### src/rtl/airi5c_wb_ahb_bridge_pkg.sv
// Shared AHB-Lite encodings, FSM state type and Wishbone byte-select decode
// for the Wishbone-to-AHB bridge.
package airi5c_wb_ahb_bridge_pkg;

  localparam logic [1:0] HTRANS_IDLE   = 2'b00;
  localparam logic [1:0] HTRANS_NONSEQ = 2'b10;
  localparam logic [2:0] HSIZE_BYTE    = 3'b000;
  localparam logic [2:0] HSIZE_HALF    = 3'b001;
  localparam logic [2:0] HSIZE_WORD    = 3'b010;
  localparam logic [2:0] HBURST_SINGLE = 3'b000;
  localparam logic       HRESP_OKAY    = 1'b0;
  localparam logic       HRESP_ERROR   = 1'b1;
  localparam logic [3:0] HPROT_DEFAULT = 4'b0011;

  typedef enum logic [1:0] {ST_IDLE, ST_ADDR, ST_DATA} state_e;

  typedef struct packed {
    logic [2:0] size;
    logic [1:0] offset;
    logic       legal;
  } sel_dec_t;

  typedef struct packed {
    logic [31:0] addr;
    logic [2:0]  size;
    logic [31:0] data;
  } wbuf_entry_t;

  function automatic sel_dec_t sel_decode(input logic [3:0] sel);
    sel_dec_t d;
    d = '{size: HSIZE_BYTE, offset: 2'b00, legal: 1'b1};
    case (sel)
      4'b1111: d.size = HSIZE_WORD;
      4'b0011: d.size = HSIZE_HALF;
      4'b1100: begin d.size = HSIZE_HALF; d.offset = 2'b10; end
      4'b0001: d.offset = 2'b00;
      4'b0010: d.offset = 2'b01;
      4'b0100: d.offset = 2'b10;
      4'b1000: d.offset = 2'b11;
      default: d.legal = 1'b0;
    endcase
    return d;
  endfunction

endpackage

### src/rtl/airi5c_wb_ahb_bridge_wbuf.sv
// Posted-write FIFO: synchronous, full/empty from registered occupancy so a
// push is refused while full even if a pop happens in the same cycle.
module airi5c_wb_ahb_wbuf #(
  parameter int WIDTH = 8,
  parameter int DEPTH = 2
) (
  input  logic             clk,
  input  logic             nreset,
  input  logic             push_i,
  input  logic [WIDTH-1:0] wdata_i,
  input  logic             pop_i,
  output logic [WIDTH-1:0] rdata_o,
  output logic             full_o,
  output logic             empty_o
);
  localparam int AW = (DEPTH > 1) ? $clog2(DEPTH) : 1;
  localparam int CW = $clog2(DEPTH + 1);

  logic [WIDTH-1:0] mem_q [DEPTH];
  logic [AW-1:0]    wptr_q, rptr_q;
  logic [CW-1:0]    cnt_q;
  logic             do_push, do_pop;

  assign full_o  = (cnt_q == CW'(DEPTH));
  assign empty_o = (cnt_q == '0);
  assign do_push = push_i && !full_o;
  assign do_pop  = pop_i && !empty_o;
  assign rdata_o = mem_q[rptr_q];

  always_ff @(posedge clk) begin
    if (do_push) mem_q[wptr_q] <= wdata_i;
  end

  always_ff @(posedge clk or negedge nreset) begin
    if (!nreset) begin
      wptr_q <= '0;
      rptr_q <= '0;
      cnt_q  <= '0;
    end else begin
      if (do_push) wptr_q <= (wptr_q == AW'(DEPTH - 1)) ? '0 : wptr_q + 1'b1;
      if (do_pop)  rptr_q <= (rptr_q == AW'(DEPTH - 1)) ? '0 : rptr_q + 1'b1;
      case ({do_push, do_pop})
        2'b10:   cnt_q <= cnt_q + 1'b1;
        2'b01:   cnt_q <= cnt_q - 1'b1;
        default: cnt_q <= cnt_q;
      endcase
    end
  end

endmodule

### src/rtl/airi5c_wb_ahb_bridge.sv
// Wishbone slave to AHB-Lite master bridge with posted writes, read ordering
// behind buffered writes, byte-select sizing and a data-phase timeout.
//   state | meaning
//   IDLE  | pick next transfer: buffered write first, then pending read
//   ADDR  | NONSEQ address phase, held until hready
//   DATA  | data phase, ends on hready or timeout
module airi5c_wb_ahb_bridge
  import airi5c_wb_ahb_bridge_pkg::*;
#(
  parameter logic [31:0] BASE_ADDR      = 32'h3000_0000,
  parameter logic [31:0] ADDR_MASK      = 32'h0000_FFFF,
  parameter int          WBUF_DEPTH     = 2,
  parameter int          TIMEOUT_CYCLES = 255,
  parameter logic [31:0] ERR_DATA       = 32'hDEAD_BEEF
) (
  input  logic        clk,
  input  logic        nreset,
  input  logic        wbs_stb_i,
  input  logic        wbs_cyc_i,
  input  logic        wbs_we_i,
  input  logic [3:0]  wbs_sel_i,
  input  logic [31:0] wbs_adr_i,
  input  logic [31:0] wbs_dat_i,
  output logic        wbs_ack_o,
  output logic [31:0] wbs_dat_o,
  output logic [31:0] haddr,
  output logic        hwrite,
  output logic [2:0]  hsize,
  output logic [2:0]  hburst,
  output logic        hmastlock,
  output logic [3:0]  hprot,
  output logic [1:0]  htrans,
  output logic [31:0] hwdata,
  input  logic [31:0] hrdata,
  input  logic        hready,
  input  logic        hresp,
  output logic        err_o,
  input  logic        err_clr_i,
  output logic        busy_o
);
  localparam int TW = $clog2(TIMEOUT_CYCLES + 1);
  localparam logic [TW-1:0] TMO_LOAD = TW'(TIMEOUT_CYCLES - 1);

  state_e      state_q;
  logic        ack_q, err_q, rd_pend_q, hwrite_q;
  logic [31:0] dat_q, rd_addr_q, haddr_q, hwdata_q;
  logic [2:0]  hsize_q;
  logic [1:0]  htrans_q;
  logic [TW-1:0] tmo_q;

  sel_dec_t    dec;
  wbuf_entry_t push_entry, head;
  logic [31:0] word_addr;
  logic        in_win, accept, wr_acc, rd_acc, bad_acc;
  logic        wbuf_full, wbuf_empty, wbuf_pop;
  logic        xfer_err, xfer_tmo, err_set;

  always_comb begin
    dec        = sel_decode(wbs_sel_i);
    in_win     = ((wbs_adr_i & ~ADDR_MASK) == BASE_ADDR);
    word_addr  = wbs_adr_i & ADDR_MASK & 32'hFFFF_FFFC;
    accept     = wbs_stb_i && wbs_cyc_i && in_win && !ack_q && !rd_pend_q;
    wr_acc     = accept && wbs_we_i && dec.legal && !wbuf_full;
    rd_acc     = accept && !wbs_we_i && dec.legal;
    bad_acc    = accept && !dec.legal;
    push_entry = '{addr: word_addr | {30'b0, dec.offset}, size: dec.size, data: wbs_dat_i};
    wbuf_pop   = (state_q == ST_IDLE) && !wbuf_empty;
    xfer_err   = (state_q == ST_DATA) && hready && (hresp == HRESP_ERROR);
    xfer_tmo   = (state_q == ST_DATA) && !hready && (tmo_q == '0);
    err_set    = bad_acc || xfer_err || xfer_tmo;
  end

  airi5c_wb_ahb_wbuf #(
    .WIDTH($bits(wbuf_entry_t)),
    .DEPTH(WBUF_DEPTH)
  ) u_wbuf (
    .clk    (clk),
    .nreset (nreset),
    .push_i (wr_acc),
    .wdata_i(push_entry),
    .pop_i  (wbuf_pop),
    .rdata_o(head),
    .full_o (wbuf_full),
    .empty_o(wbuf_empty)
  );

  always_ff @(posedge clk or negedge nreset) begin
    if (!nreset) begin
      state_q   <= ST_IDLE;
      ack_q     <= 1'b0;
      err_q     <= 1'b0;
      rd_pend_q <= 1'b0;
      dat_q     <= '0;
      rd_addr_q <= '0;
      haddr_q   <= '0;
      hwrite_q  <= 1'b0;
      hsize_q   <= '0;
      hwdata_q  <= '0;
      htrans_q  <= HTRANS_IDLE;
      tmo_q     <= '0;
    end else begin
      ack_q <= wr_acc || bad_acc;
      err_q <= err_set || (err_q && !err_clr_i);
      if (bad_acc && !wbs_we_i) dat_q <= ERR_DATA;
      if (rd_acc) begin
        rd_pend_q <= 1'b1;
        rd_addr_q <= word_addr;
      end
      unique case (state_q)
        ST_IDLE: begin
          if (!wbuf_empty) begin
            haddr_q  <= head.addr;
            hwrite_q <= 1'b1;
            hsize_q  <= head.size;
            hwdata_q <= head.data;
            htrans_q <= HTRANS_NONSEQ;
            state_q  <= ST_ADDR;
          end else if (rd_pend_q || rd_acc) begin
            // Same-cycle issue keeps zero-wait read latency at three cycles.
            haddr_q  <= rd_pend_q ? rd_addr_q : word_addr;
            hwrite_q <= 1'b0;
            hsize_q  <= HSIZE_WORD;
            htrans_q <= HTRANS_NONSEQ;
            state_q  <= ST_ADDR;
          end
        end
        ST_ADDR: begin
          if (hready) begin
            htrans_q <= HTRANS_IDLE;
            tmo_q    <= TMO_LOAD;
            state_q  <= ST_DATA;
          end
        end
        ST_DATA: begin
          if (hready || xfer_tmo) begin
            state_q <= ST_IDLE;
            if (!hwrite_q) begin
              ack_q     <= 1'b1;
              rd_pend_q <= 1'b0;
              dat_q     <= (xfer_err || xfer_tmo) ? ERR_DATA : hrdata;
            end
          end else begin
            tmo_q <= tmo_q - 1'b1;
          end
        end
        default: state_q <= ST_IDLE;
      endcase
    end
  end

  assign wbs_ack_o = ack_q;
  assign wbs_dat_o = dat_q;
  assign haddr     = haddr_q;
  assign hwrite    = hwrite_q;
  assign hsize     = hsize_q;
  assign hwdata    = hwdata_q;
  assign htrans    = htrans_q;
  assign hburst    = HBURST_SINGLE;
  assign hmastlock = 1'b0;
  assign hprot     = HPROT_DEFAULT;
  assign err_o     = err_q;
  assign busy_o    = !wbuf_empty || (state_q != ST_IDLE) || rd_pend_q;

endmodule

### config.mk
export PLATFORM = sky130hd
export DESIGN_NAME = airi5c_wb_ahb_bridge
export DESIGN_NICKNAME = d
export VERILOG_FILES = /design/src/rtl/airi5c_wb_ahb_bridge_pkg.sv /design/src/rtl/airi5c_wb_ahb_bridge_wbuf.sv /design/src/rtl/airi5c_wb_ahb_bridge.sv
export SDC_FILE = /design/constraint.sdc
export NUM_CORES = 1
export LEC_CHECK = 0
export ABC_AREA = 1
export CORE_AREA = 8 8 156 216
export DETAILED_ROUTE_END_ITERATION = 16
export DIE_AREA = 0 0 164 224
export GPL_ROUTABILITY_DRIVEN = 0
export GPL_TIMING_DRIVEN = 0
export PLACE_DENSITY = 0.52
export SLEW_MARGIN = 0
export SYNTH_ARGS = -nofsm -noshare
export SYNTH_HDL_FRONTEND = slang
export SYNTH_SLANG_ARGS = --single-unit
### constraint.sdc
create_clock -name clk -period 6.5 [get_ports clk]
set_input_delay 0.975 -clock clk [delete_from_list [all_inputs] [get_ports clk]]
set_output_delay 0.975 -clock clk [all_outputs]
set_load 0.01 [all_outputs]
======== After elaboration in Yosys (flattened, before gate mapping) ========
Memory sizes are Yosys's and may differ from the RTL's.
Index checks and enable logic that the tools add are counted.
operators by class
  equality and inequality tests ........... 18
  add/subtract/negate cells ............... 5
  reduce and logical (&&, ||, !) cells .... 51
  mux-type cells .......................... 39
  bitwise logic cells ..................... 2
operator list
  cell                                                                count
  32-bit two-way mux                                                  7
  1-bit logical AND                                                   19
  16-bit by 14-bit == test with 1-bit output, second input constant   1
  16-bit two-way mux                                                  1
  8-bit two-way mux                                                   2
  16-bit by 2-bit OR with 16-bit output                               1
  8-bit one-hot mux with 2 select lines                               1
  1-bit two-way mux                                                   14
  2-bit two-way mux                                                   7
  4-bit == test, second input constant                                3
  2-bit one-hot mux with 2 select lines                               3
  2-bit one-hot mux with 3 select lines                               2
  1-bit logical OR                                                    9
  3-bit AND reduction                                                 3
  4-bit by 2-bit == test with 1-bit output, second input constant     2
  1-bit logical NOT                                                   8
  8-bit logical NOT                                                   1
  2-bit nonzero test                                                  4
  8-bit by 1-bit subtractor with 8-bit output, second input constant  1
  7-bit OR reduction                                                  1
  2-bit == test, second input constant                                3
  3-bit two-way mux                                                   2
  2-bit inequality test, second input constant                        3
  2-bit by 1-bit == test with 1-bit output, second input constant     2
  other kinds (11)                                                    15
word-level totals
  memories kept ........................... 1
  flip-flop bits (word level) ............. 133
  bits in writable memories ............... 100
  input port bits ......................... 108
memory list
  memory        depth  width  rd ports  clocked after memory_dff  write ports  RTL line                         text
  u_wbuf.mem_q  2      50     1         0                         1            airi5c_wb_ahb_bridge_wbuf.sv:19  logic [WIDTH-1:0] mem_q [DEPTH];

======== Longest topological paths before layout ========
Gate-level depths: netlist of run 1.
  depth in word-level cells ............... 11
  mapped depth ............................ 12

======== Cells and area by module ========
Synthesis of run 1 repeated with hierarchy kept, for this count alone.
second synthesis, totals
  cells, all modules ...................... 1107
  area, all modules ....................... 11014.3 µm²
by module, submodules not included
  module                cells each  area each (µm²)  times used
  airi5c_wb_ahb_bridge  724         5900.7           1
  airi5c_wb_ahb_wbuf    383         5113.7           1

======== Worst setup path before layout of run 1 ========
Ideal clock, no wire load.
  path kind ............................... input -> register
  start point ............................. in wbs_adr_i[27]
  end point ............................... mem u_wbuf.mem_q[0][0] in the netlist's numbering, enable pin
  setup time .............................. 0.458 ns
  cell stages on the path ................. 7
  slack ................................... 2.294 ns
  required time ........................... 6.042 ns
  data arrival time ....................... 3.748 ns
  path through ............................ nor2_1 -> nand2_1 -> nor2_1 -> inv_2 -> nor2_2 -> nand3_1 -> nor2_1
between the ends
  longest elaborated chain between the ends .. 10
RTL lines
  element                                     RTL line                         text
  start, declared                             airi5c_wb_ahb_bridge.sv:22       input logic [31:0] wbs_adr_i,
  16-bit by 14-bit == test with 1-bit output  airi5c_wb_ahb_bridge.sv:60       in_win = ((wbs_adr_i & ~ADDR_MASK) == BASE_ADDR);
  1-bit logical AND (3 in a row)              airi5c_wb_ahb_bridge.sv:62       accept = wbs_stb_i && wbs_cyc_i && in_win && !ack_q && !rd_pend_q;
  1-bit logical AND (3 in a row)              airi5c_wb_ahb_bridge.sv:63       wr_acc = accept && wbs_we_i && dec.legal && !wbuf_full;
  1-bit logical AND                           airi5c_wb_ahb_bridge_wbuf.sv:26  assign do_push = push_i && !full_o;
  1-bit two-way mux                           airi5c_wb_ahb_bridge_wbuf.sv:31  if (do_push) mem_q[wptr_q] <= wdata_i;
  1-bit two-way mux (not written as such)     airi5c_wb_ahb_bridge_wbuf.sv:31
  end, declared                               airi5c_wb_ahb_bridge_wbuf.sv:19
Every way passes these cells.

======== Worst setup path after layout of run 1 ========
  start point ............................. reg u_wbuf.cnt_q[0]
  end point ............................... out busy_o
between the ends
  longest elaborated chain between the ends .. 4
RTL lines
  element                        RTL line                         text
  start, declared                airi5c_wb_ahb_bridge_wbuf.sv:21  logic [CW-1:0] cnt_q;
  start signal, assigned         airi5c_wb_ahb_bridge_wbuf.sv:43  2'b10: cnt_q <= cnt_q + 1'b1;
  start signal, assigned         airi5c_wb_ahb_bridge_wbuf.sv:44  2'b01: cnt_q <= cnt_q - 1'b1;
  start signal, assigned         airi5c_wb_ahb_bridge_wbuf.sv:45  default: cnt_q <= cnt_q;
  2-bit logical NOT              airi5c_wb_ahb_bridge_wbuf.sv:25  assign empty_o = (cnt_q == '0);
  1-bit logical NOT              airi5c_wb_ahb_bridge.sv:162      assign busy_o = !wbuf_empty || (state_q != ST_IDLE) || rd_pend_q;
  1-bit logical OR (2 in a row)  airi5c_wb_ahb_bridge.sv:162
  end, declared                  airi5c_wb_ahb_bridge.sv:39       output logic busy_o
Every way passes these cells.

==> metrics, run 1 <==
outcome=completed; Die Height=224 um; Hold Fails Final Rpt=0; Post-Synth Adder-Cell Area=0.2792%; Least-Margin Pin Slew=0.5881 ns; Starting DRT DRC Count=329; starting density of the core=29.37%; most frequent cells in the layout=200 x nand2_1, 191 x clkdlybuf4s50_1, 115 x dfrtp_1, 100 x edfxtp_1, 69 x nor2_1; DRC violation count after routing=0; Die ar.=36740 sq um; drt pass-1 iters=4; CTS Hold Bufs=0; LEAKAGE=0.005152 uW; Longest Clk Path Bufs=3; Routed wire per std cell=16.43 um; flop2flop setup slack=4.16 ns; asr flop ratio synth=53.49%; most common cell after layout, fill and taps aside=nand2_1; Post-CTS Setup Repair Bufs=0; top sig layer=met5; sequential share of the synthesized area=65.61%; Yosys Warn Count=0; CTS tree=yes; minimum clock period=3.599 ns; fmax=277.8 MHz; GRT overflow=0; WL met1=9.773 mm; Mapped Avg Cell Area=10.45 sq um; EDFF count, synth=100; register area=5881 sq um; Cell Int Power=3449 uW; vias per inst=4.353; switching share of power=34.69%; first-pass GRT wire length=39.03 mm; R2R depth=8; met2 WL=12.75 mm; cell area after layout=12360 sq um; area share of and/or/nand/nor cells after synthesis=18.90%; #FFs+latches synth=215; Post-DRT Antenna Nets=0; register share of total power=36.3%; H-tree lvl count=1; Synth Area in XOR/XNOR=0.7817%; RSZ-0062 raised after global routing=no; CTS clk-pin slew, worst paths=0.06 ns; maximum VDD drop=209.4 uV; Mapped Cells=858; WP data arrival=2.62 ns; port bufs=192; Worst-Skew Late Latency=0.51 ns; Core Rows=76; Routed WL=24.86 mm; CP Max Fanout=10; Die W=164 um; nets@finish=1215; Tightest Hold Check Type=input port to async pin; clock root buffer=clkbuf_16; Post-CTS Resized=0; Crit Path Class=flip-flop to primary output; DP HPWL=18.25 mm; Final period util=55.38%; post-synthesis mux area share=0%; endpoints failing setup=0; final core area utilization=40.49%; total global-route track usage=13.48%; post-synthesis compound-gate area fraction=7.231%; initial antenna violation count=3; CP startpoint=u_wbuf.cnt_q[0]; max_cap viols=0; vias post-DR=6586; Critical Path RT=5.52 ns; CP endpoint kind=primary output; count of cell types in the netlist=32; clock skew=0.01214 ns; met3 wire len=1.969 mm; Layout fillers=2985; Rel. slew slack=60.79%; final worst setup slack=2.901 ns; diodes inserted=0; Startpoint Class=flip-flop; Place WS=3.179 ns; area of the multi-input gates=2550 sq um; largest net degree at the start of global routing=83; Post-DP Area=11590 sq um; largest family of logic cells by synthesized area=simple AND/OR/NAND/NOR gates; Main synth FF type=dfrtp_1; Area Overhead vs Synth=37.90%; net switching power=1832 uW; pwr dens=427.3 nW/um^2; vias in the first global route=7021; RR Startpoint=state_q[1]; Clock Sinks=215; synthesized cell area=8964 sq um; Power, Total=5282 uW; CTS buffer count=24; layout cells sized above 1=10.42%; Core Footprint=30520 sq um; Final Slew Violations=0; Ports=221; clock network fraction of design power=25.3%; worst r2r dst=u_wbuf.cnt_q[1]; proportion of power drawn by combinational gates=38.3%
==> layout make-up <==
cell class | count | share of cell area (%)
Multi-Input combinational cell | 532 | 20.63
Inverter | 69 | 2.095
Clock buffer | 32 | 5.355
Timing Repair Buffer | 197 | 16.43
Buffer | 66 | 3.067
Sequential cell | 215 | 47.58
Clock inverter | 12 | 0.9009
Tap cell | 390 | 3.948
==> stage by stage <==
stage | setup TNS, ns | instances | hold slack (ns)
after global routing | 0 | 1513 | 0.3598
after detailed placement | 0 | 1469 | 0.4582
after global placement | -88.97 | 1464 | 0.4558
after CTS | 0 | 1513 | 0.3572
after floorplan | 0 | 882 | 0.4478
final | 0 | 1513 | 0.3608
==> layer usage <==
| metal | up-vias | global-route usage (%) |
|---|---|---|
| met5 | - | 0 |
| met4 | 4 | 3.528 |
| met3 | 28 | 3.491 |
| met2 | 184 | 24.55 |
| met1 | 3087 | 15.22 |
| li1 | 3283 | - |
==> worst max-delay path, stage by stage (launching register included) <==
cell             delay (ns)
dfrtp_1                0.42
nor2_1                 0.33
inv_2                  0.08
clkbuf_1               0.28
nor3_1                 0.43
inv_1                  0.08
clkdlybuf4s50_1        0.49
==> sequential cells by signal (all words and copies together) (netlist names) <==
register	cells
u_wbuf.mem_q	100
hwdata	32
wbs_dat_o	32
haddr	16
rd_addr_q	14
tmo_q	8
hsize	2
state_q	2
u_wbuf.cnt_q	2
err_o	1
htrans	1
hwrite	1
rd_pend_q	1
u_wbuf.rptr_q	1
u_wbuf.wptr_q	1
wbs_ack_o	1
==> worst max-delay path by stage <==
stage	end	cells past startpoint
global route	busy_o	6
CTS	busy_o	6
floorplan	u_wbuf.mem_q[0][0]	7
global placement	wbs_dat_o[28]	1
detailed placement	u_wbuf.mem_q[1][2]	10
finish	busy_o	6
==> power groups by stage <==
| stage | Clock (uW) | Combinational [uW] | Sequential, uW |
|---|---|---|---|
| 6_report | 1340 | 2020 | 1920 |
| 4_1_cts | 1390 | 2080 | 1920 |
| 3_3_place_gp | 0 | 2050 | 1940 |
| 5_1_grt | 1440 | 2260 | 1960 |
| 2_1_floorplan | 0 | 940 | 2040 |
| 3_5_place_dp | 0 | 2080 | 1940 |
==> kinds of logic (layout without fill, tap and decap cells) <==
family,count (synthesis),in the layout
AND/OR/NAND/NOR,376,376
flip-flops,215,215
buffers and inverters,135,376
AO/OA/AOI/OAI,120,120
XOR/XNOR,8,8
adder cells (fa/ha/maj),2,2
other,2,26
==> synth_stat cells (2+ instances only) <==
cell type	number	area, sq um
nor2_1	71	266.5
xor2_1	6	52.55
a21oi_1	18	90.09
nand3_2	4	40.04
inv_1	55	206.5
nor3_2	2	20.02
nand2_2	4	25.02
inv_2	13	48.80
dfrtp_1	115	2878
nand3b_1	26	195.2
o21ai_0	43	215.2
nand3_1	36	180.2
conb_1	2	7.510
xnor2_1	2	17.52
edfxtp_1	100	3003
buf_2	18	90.09
a31oi_1	32	200.2
ha_1	2	25.02
nor2_2	5	31.28
nand2_1	200	750.7
o21ai_1	24	120.1
or2_0	24	150.1
clkbuf_1	19	71.32
buf_4	29	217.7
Power figures use the tool's default switching activity.
==> run 2, diff against run 1 <==
Settings changed: PLACE_DENSITY 0.52 to 0.54.
Clock period 6.5 ns to 3.1 ns, I/O delays scaled along.
==> run 2 against run 1 <==
Net effect: critical path depth did not move; worst hold slack improved by 0.035 ns; non-clock buffer count rose by 1; register-to-register slack got worse by 3.5 ns; critical endpoint unchanged; highest routed layer unchanged; global-route usage fell by 0.10 points; clock power rose by 140%.
==> metrics, run 2 (synthesis gave the netlist of run 1 again) <==
outcome=completed; starting density of the core=29.37% (unchanged); diodes inserted=0 (unchanged); Area Overhead vs Synth=39.63%; Fin Hold WS=0.3958 ns (+0.03501 ns); DRC violation count after routing=0 (unchanged); layout cells sized above 1=11.14% (+0.72 points); largest net degree at the start of global routing=81 (-2.4%); Core Footprint=30520 sq um (unchanged); Worst-Skew Late Latency=0.53 ns (+0.02 ns); Power, Total=11520 uW (+120%); most common cell after layout, fill and taps aside=nand2_1; Least-Margin Pin Slew=0.6293 ns (+0.04114 ns); vias post-DR=6613 (+0.41%); Ports=221 (unchanged); Die Height=224 um (unchanged); clock root buffer=clkbuf_16; Final Slew Violations=0 (unchanged); clock skew=0.02244 ns (+0.01030 ns); pwr dens=920.5 nW/um^2 (+120%); Critical Path End=busy_o; endpoints failing setup=0 (unchanged); Starting DRT DRC Count=287 (-13%); Final period util=93.06%; H-tree lvl count=1 (unchanged); Crit Path Class=flip-flop to primary output; Tightest Hold Check Type=input port to async pin; most frequent cells in the layout=200 x nand2_1, 191 x clkdlybuf4s50_1, 115 x dfrtp_1, 100 x edfxtp_1, 68 x nor2_1; Hold Fails Final Rpt=0 (unchanged); DP HPWL=18.23 mm (about the same); WP data arrival=2.42 ns (-0.20 ns); CP Max Fanout=10 (unchanged); RR Startpoint=rd_pend_q; number of flip-flops in the largest register=100 (unchanged); Core Rows=76 (unchanged); Critical Path RT=2.63 ns (-2.89 ns); CTS buffer count=23 (-4.2%); max_cap viols=0 (unchanged); R2R depth=9 (+1); maximum VDD drop=535.1 uV (+160%); port bufs=192 (unchanged); Die W=164 um (unchanged); first-pass GRT wire length=38.49 mm (-1.4%); CP endpoint kind=primary output; CTS tree=yes; Routed wire per std cell=16.40 um (-0.14%); Rel. slew slack=58.05% (-2.7 points); vias in the first global route=6849 (-2.4%); Clock Sinks=215 (unchanged); Routed WL=24.80 mm (-0.21%); RSZ-0062 raised after global routing=no; fmax=346.6 MHz; initial antenna violation count=2 (-1); Post-DRT Antenna Nets=0 (unchanged); worst r2r dst=u_wbuf.mem_q[0][46]; total global-route track usage=13.38% (-0.10 points); Longest Clk Path Bufs=3 (unchanged); Biggest register=u_wbuf.mem_q; nets@finish=1215 (unchanged); vias per inst=4.374 (+0.48%); Layout fillers=3015 (+1.0%); Die ar.=36740 sq um (unchanged); minimum clock period=2.885 ns; drt pass-1 iters=4 (unchanged); final worst setup slack=0.2151 ns (-2.685 ns); Post-CTS Setup Repair Bufs=0 (unchanged); Startpoint Class=flip-flop; final core area utilization=41.00% (+0.51 points); Place WS=-0.02583 ns (-3.205 ns); CTS clk-pin slew, worst paths=0.06 ns (about the same); CP startpoint=u_wbuf.cnt_q[0]; LEAKAGE=0.005221 uW (+1.3%); GRT overflow=0 (unchanged); flop2flop setup slack=0.67 ns (-3.49 ns)
-- run 2: cell count changes in the layout (fill, tap and decap cells not counted), sizes merged --
cell and change:
dlygate4sd3 +1, clkinvlp +1, clkbuf -5, bufinv +6, clkinv -4
-- run 2: worst min-delay path by stage --
stage                         from        end  cells after the start
after floorplan             nreset      err_o                      0
final                       nreset  hwdata[2]                      2
after global placement    haddr[2]   haddr[2]                      2
after global routing        nreset  hwdata[2]                      2
after detailed placement    nreset  hwdata[7]                      1
after CTS                   nreset  hwdata[7]                      2
-- run 2: report_power, final --
part / switching [uW] / internal [uW] / total, uW
Clock: 1170 / 2080 / 3260
Sequential: 384 / 3650 / 4030
Combinational: 2310 / 1920 / 4230
Total: 3870 / 7650 / 11500
-- run 2: repair_timing --
action | in CTS | in global routing
hold endpoints to repair | 35 | 0
setup endpoints to repair | 0 | 1
gates resized for setup | 0 | 1
hold buffers | 1 | 0
-- run 2: critical path, cell delays in order (launching register included) --
cell	delay, ns
dfrtp_1	0.43
nor2_2	0.26
inv_2	0.07
clkbuf_1	0.25
nor3_1	0.31
inv_1	0.08
clkdlybuf4s50_1	0.50
-- run 2: stage by stage --
| step | cells | TNS (ns) | area, sq um |
|---|---|---|---|
| finish | 1512 | 0 | 12520 |
| global placement | 1464 | -712.94 | 11460 |
| detailed placement | 1469 | -0.6325 | 11600 |
| CTS | 1512 | 0 | 12510 |
| global route | 1512 | 0 | 12520 |
| floorplan | 882 | -59.63 | 9054 |
-- run 2: layout make-up --
type                            instances  area, sq um  share of cell area (%)
Buffer                                 66        379.1                   3.029
Clock buffer                           27        610.6                   4.879
Clock inverter                         15        290.3                   2.319
Inverter                               69        259.0                   2.069
Multi-Input combinational cell        532         2552                   20.39
Sequential cell                       215         5881                   46.99
Tap cell                              390        488.0                   3.899
Timing Repair Buffer                  198         2056                   16.42
-- run 2: routing by layer --
metal	share of wire, %	up-vias	GRT usage, %
met5	0.089	-	0
met4	2.0	4	4.234
met3	7.4	38	3.031
met2	53	183	24.64
met1	38	3109	14.86
li1	-	3279	-
==> run 3, diff against run 2 <==
Settings changed: CTS_CLUSTER_SIZE set to 20, GPL_TIMING_DRIVEN 0 to not set.
==> run 3 against run 2 <==
Net effect: critical path depth unchanged; worst hold slack better by 0.072 ns; highest routed layer unchanged; final cell count down 4.0%; non-clock buffer count down 60; flip-flop and latch count unchanged; via count down 4.3%; combinational power down 5.4%; die area unchanged; worst setup slack better by 0.14 ns; critical path type unchanged; cell area down 4.1%.
==> metrics, run 3 (synthesis gave the netlist of run 1 again) <==
clock skew=0.01505 ns (-0.007390 ns); cell area after layout=12000 sq um (-4.1%); nets@finish=1155 (-4.9%); most frequent cells in the layout=200 x nand2_1, 191 x clkdlybuf4s50_1, 114 x dfrtp_1, 100 x edfxtp_1, 69 x nor2_1; diodes inserted=0 (unchanged); Die Height=224 um (unchanged); outcome=completed; Tightest Hold Check Type=flip-flop to flip-flop; CTS tree=yes; Die W=164 um (unchanged); drt pass-1 iters=4 (unchanged); Post-DP Area=11230 sq um (-3.2%); minimum clock period=2.747 ns (-0.1375 ns); Rel. slew slack=50.99% (-7.1 points); Ports=221 (unchanged); final cell count without fillers=1452 (-4.0%); Post-CTS Resized=0 (unchanged); Post-DRT Antenna Nets=0 (unchanged); Routed WL=22.78 mm (-8.1%); max_cap viols=0 (unchanged); Routed wire per std cell=15.69 um (-4.3%); layout cells sized above 1=7.439% (-3.7 points); Layout fillers=2994 (-0.70%); Final period util=88.63% (-4.4 points); starting density of the core=29.37% (unchanged); CP endpoint kind=primary output; vias in the first global route=6456 (-5.7%); H-tree lvl count=1 (unchanged); port bufs=192 (unchanged); Crit Path Class=flip-flop to primary output; Critical Path RT=2.63 ns (about the same); CTS clk-pin slew, worst paths=0.06 ns (about the same); LEAKAGE=0.004935 uW (-5.5%); Hold Fails Final Rpt=0 (unchanged); RSZ-0062 raised after global routing=no; Core Rows=76 (unchanged); placed cell count=1409 (-4.1%); Worst-Skew Late Latency=0.51 ns (-0.02 ns); switching share of power=33.91% (+0.31 points); Area Overhead vs Synth=33.88%; clock root buffer=clkbuf_16; Clock Sinks=215 (unchanged); register share of total power=37.3% (+2.3 points); WP data arrival=2.28 ns (-0.14 ns); initial antenna violation count=3 (+1); Power, Total=10810 uW (-6.1%); Longest Clk Path Bufs=3 (unchanged); Core Footprint=30520 sq um (unchanged); Cell Int Power=7147 uW (-6.6%); proportion of power drawn by combinational gates=37.0% (+0.3 points); number of flip-flops in the largest register=100 (unchanged); vias per inst=4.358 (-0.36%); first-pass GRT wire length=35.87 mm (-6.8%); CP Max Fanout=17 (+7); Biggest register=u_wbuf.mem_q; clock network fraction of design power=25.7% (-2.6 points); Startpoint Class=flip-flop; most common cell after layout, fill and taps aside=nand2_1; Starting DRT DRC Count=183 (-36%); pwr dens=901.1 nW/um^2 (-2.1%); Least-Margin Pin Slew=0.7352 ns (+0.1059 ns); maximum VDD drop=500.7 uV (-6.4%); GRT overflow=0 (unchanged); CTS buffer count=23 (unchanged); fmax=364.0 MHz (+5.0%); total global-route track usage=12.16% (-1.2 points); Final Slew Violations=0 (unchanged); largest net degree at the start of global routing=70 (-14%); endpoints failing setup=0 (unchanged); DRC violation count after routing=0 (unchanged); net switching power=3667 uW (-5.3%); vias post-DR=6328 (-4.3%); Die ar.=36740 sq um (unchanged); DP HPWL=15.35 mm (-16%)
## run 3: cell types whose count changed in the layout (fill, tap and decap cells not counted), moves of 2 or more
cell / change
buf_4: -21
buf_2: -18
clkbuf_1: -15
bufinv_16: -5
buf_16: -3
clkinv_2: +2
clkinv_4: -2
nor2_2: -2
## run 3: path summary, 6_finish.rpt
check | endpoint | startpoint | slack [ns] | depth (start not counted)
hold / removal | haddr[7] | haddr[7] | 0.47 | 2
min in group asynchronous | hwdata[2] | nreset | 0.49 | 2
max in group asynchronous | hwdata[14] | nreset | 1.87 | 3
setup reg to reg | wbs_dat_o[29] | tmo_q[0] | 0.89 | 9
setup / recovery | busy_o | state_q[1] | 0.35 | 6
hold reg to reg | haddr[7] | haddr[7] | 0.47 | 2
## run 3: per-layer routing
layer  share of wire [%]  GRT usage, %  vias to the layer above  routed length [um]
met2                  52         22.33                      178               11820
li1                    -             -                     3152                   -
met3                 7.0         3.068                       36                1598
met4                 1.8         3.323                        6                 413
met5                0.15             0                        -                  35
met1                  39         13.57                     2956                8920
## run 3: stage by stage
| stage | hold WS [ns] | util (%) | setup TNS [ns] | setup WS, ns |
|---|---|---|---|---|
| 6_report | 0.4679 | 39.31 | 0 | 0.3526 |
| 3_5_place_dp | 0.4585 | 36.78 | 0 | 0.3664 |
| 4_1_cts | 0.4735 | 39.31 | 0 | 0.3090 |
| 2_1_floorplan | 0.1694 | - | -59.63 | -0.5963 |
| 5_1_grt | 0.4856 | 39.31 | 0 | 0.2264 |
| 3_3_place_gp | 0.4519 | 36.78 | 0 | 0.4012 |
## run 3: power groups by stage
stage / logic, uW / registers (uW) / clock network [uW]
2_1_floorplan: 1970 / 4280 / 0
3_3_place_gp: 4040 / 4080 / 0
3_5_place_dp: 4100 / 4090 / 0
4_1_cts: 4100 / 4040 / 2880
5_1_grt: 4470 / 4120 / 2990
6_report: 4000 / 4030 / 2780
## run 3: final cells by class
cell class,instances,area [sq um],share of cell area [%]
sequential,215,5882,49.01
multi-input combinational,532,2555,21.29
timing repair buffer,204,2053,17.11
clock buffer,31,625.6,5.213
tap,390,488.0,4.066
inverter,69,259.0,2.158
clock inverter,11,137.6,1.147
## run 3: timing repair
item,in CTS,in global routing
hold endpoints to repair,47,0
setup buffers,0,0
hold buffers,1,0
## run 3: critical path, stage by stage (launching register included)
cell             delay [ns]
dfrtp_1                0.42
nor2_2                 0.13
buf_4                  0.25
inv_2                  0.08
nor3_1                 0.32
inv_1                  0.08
clkdlybuf4s50_1        0.49
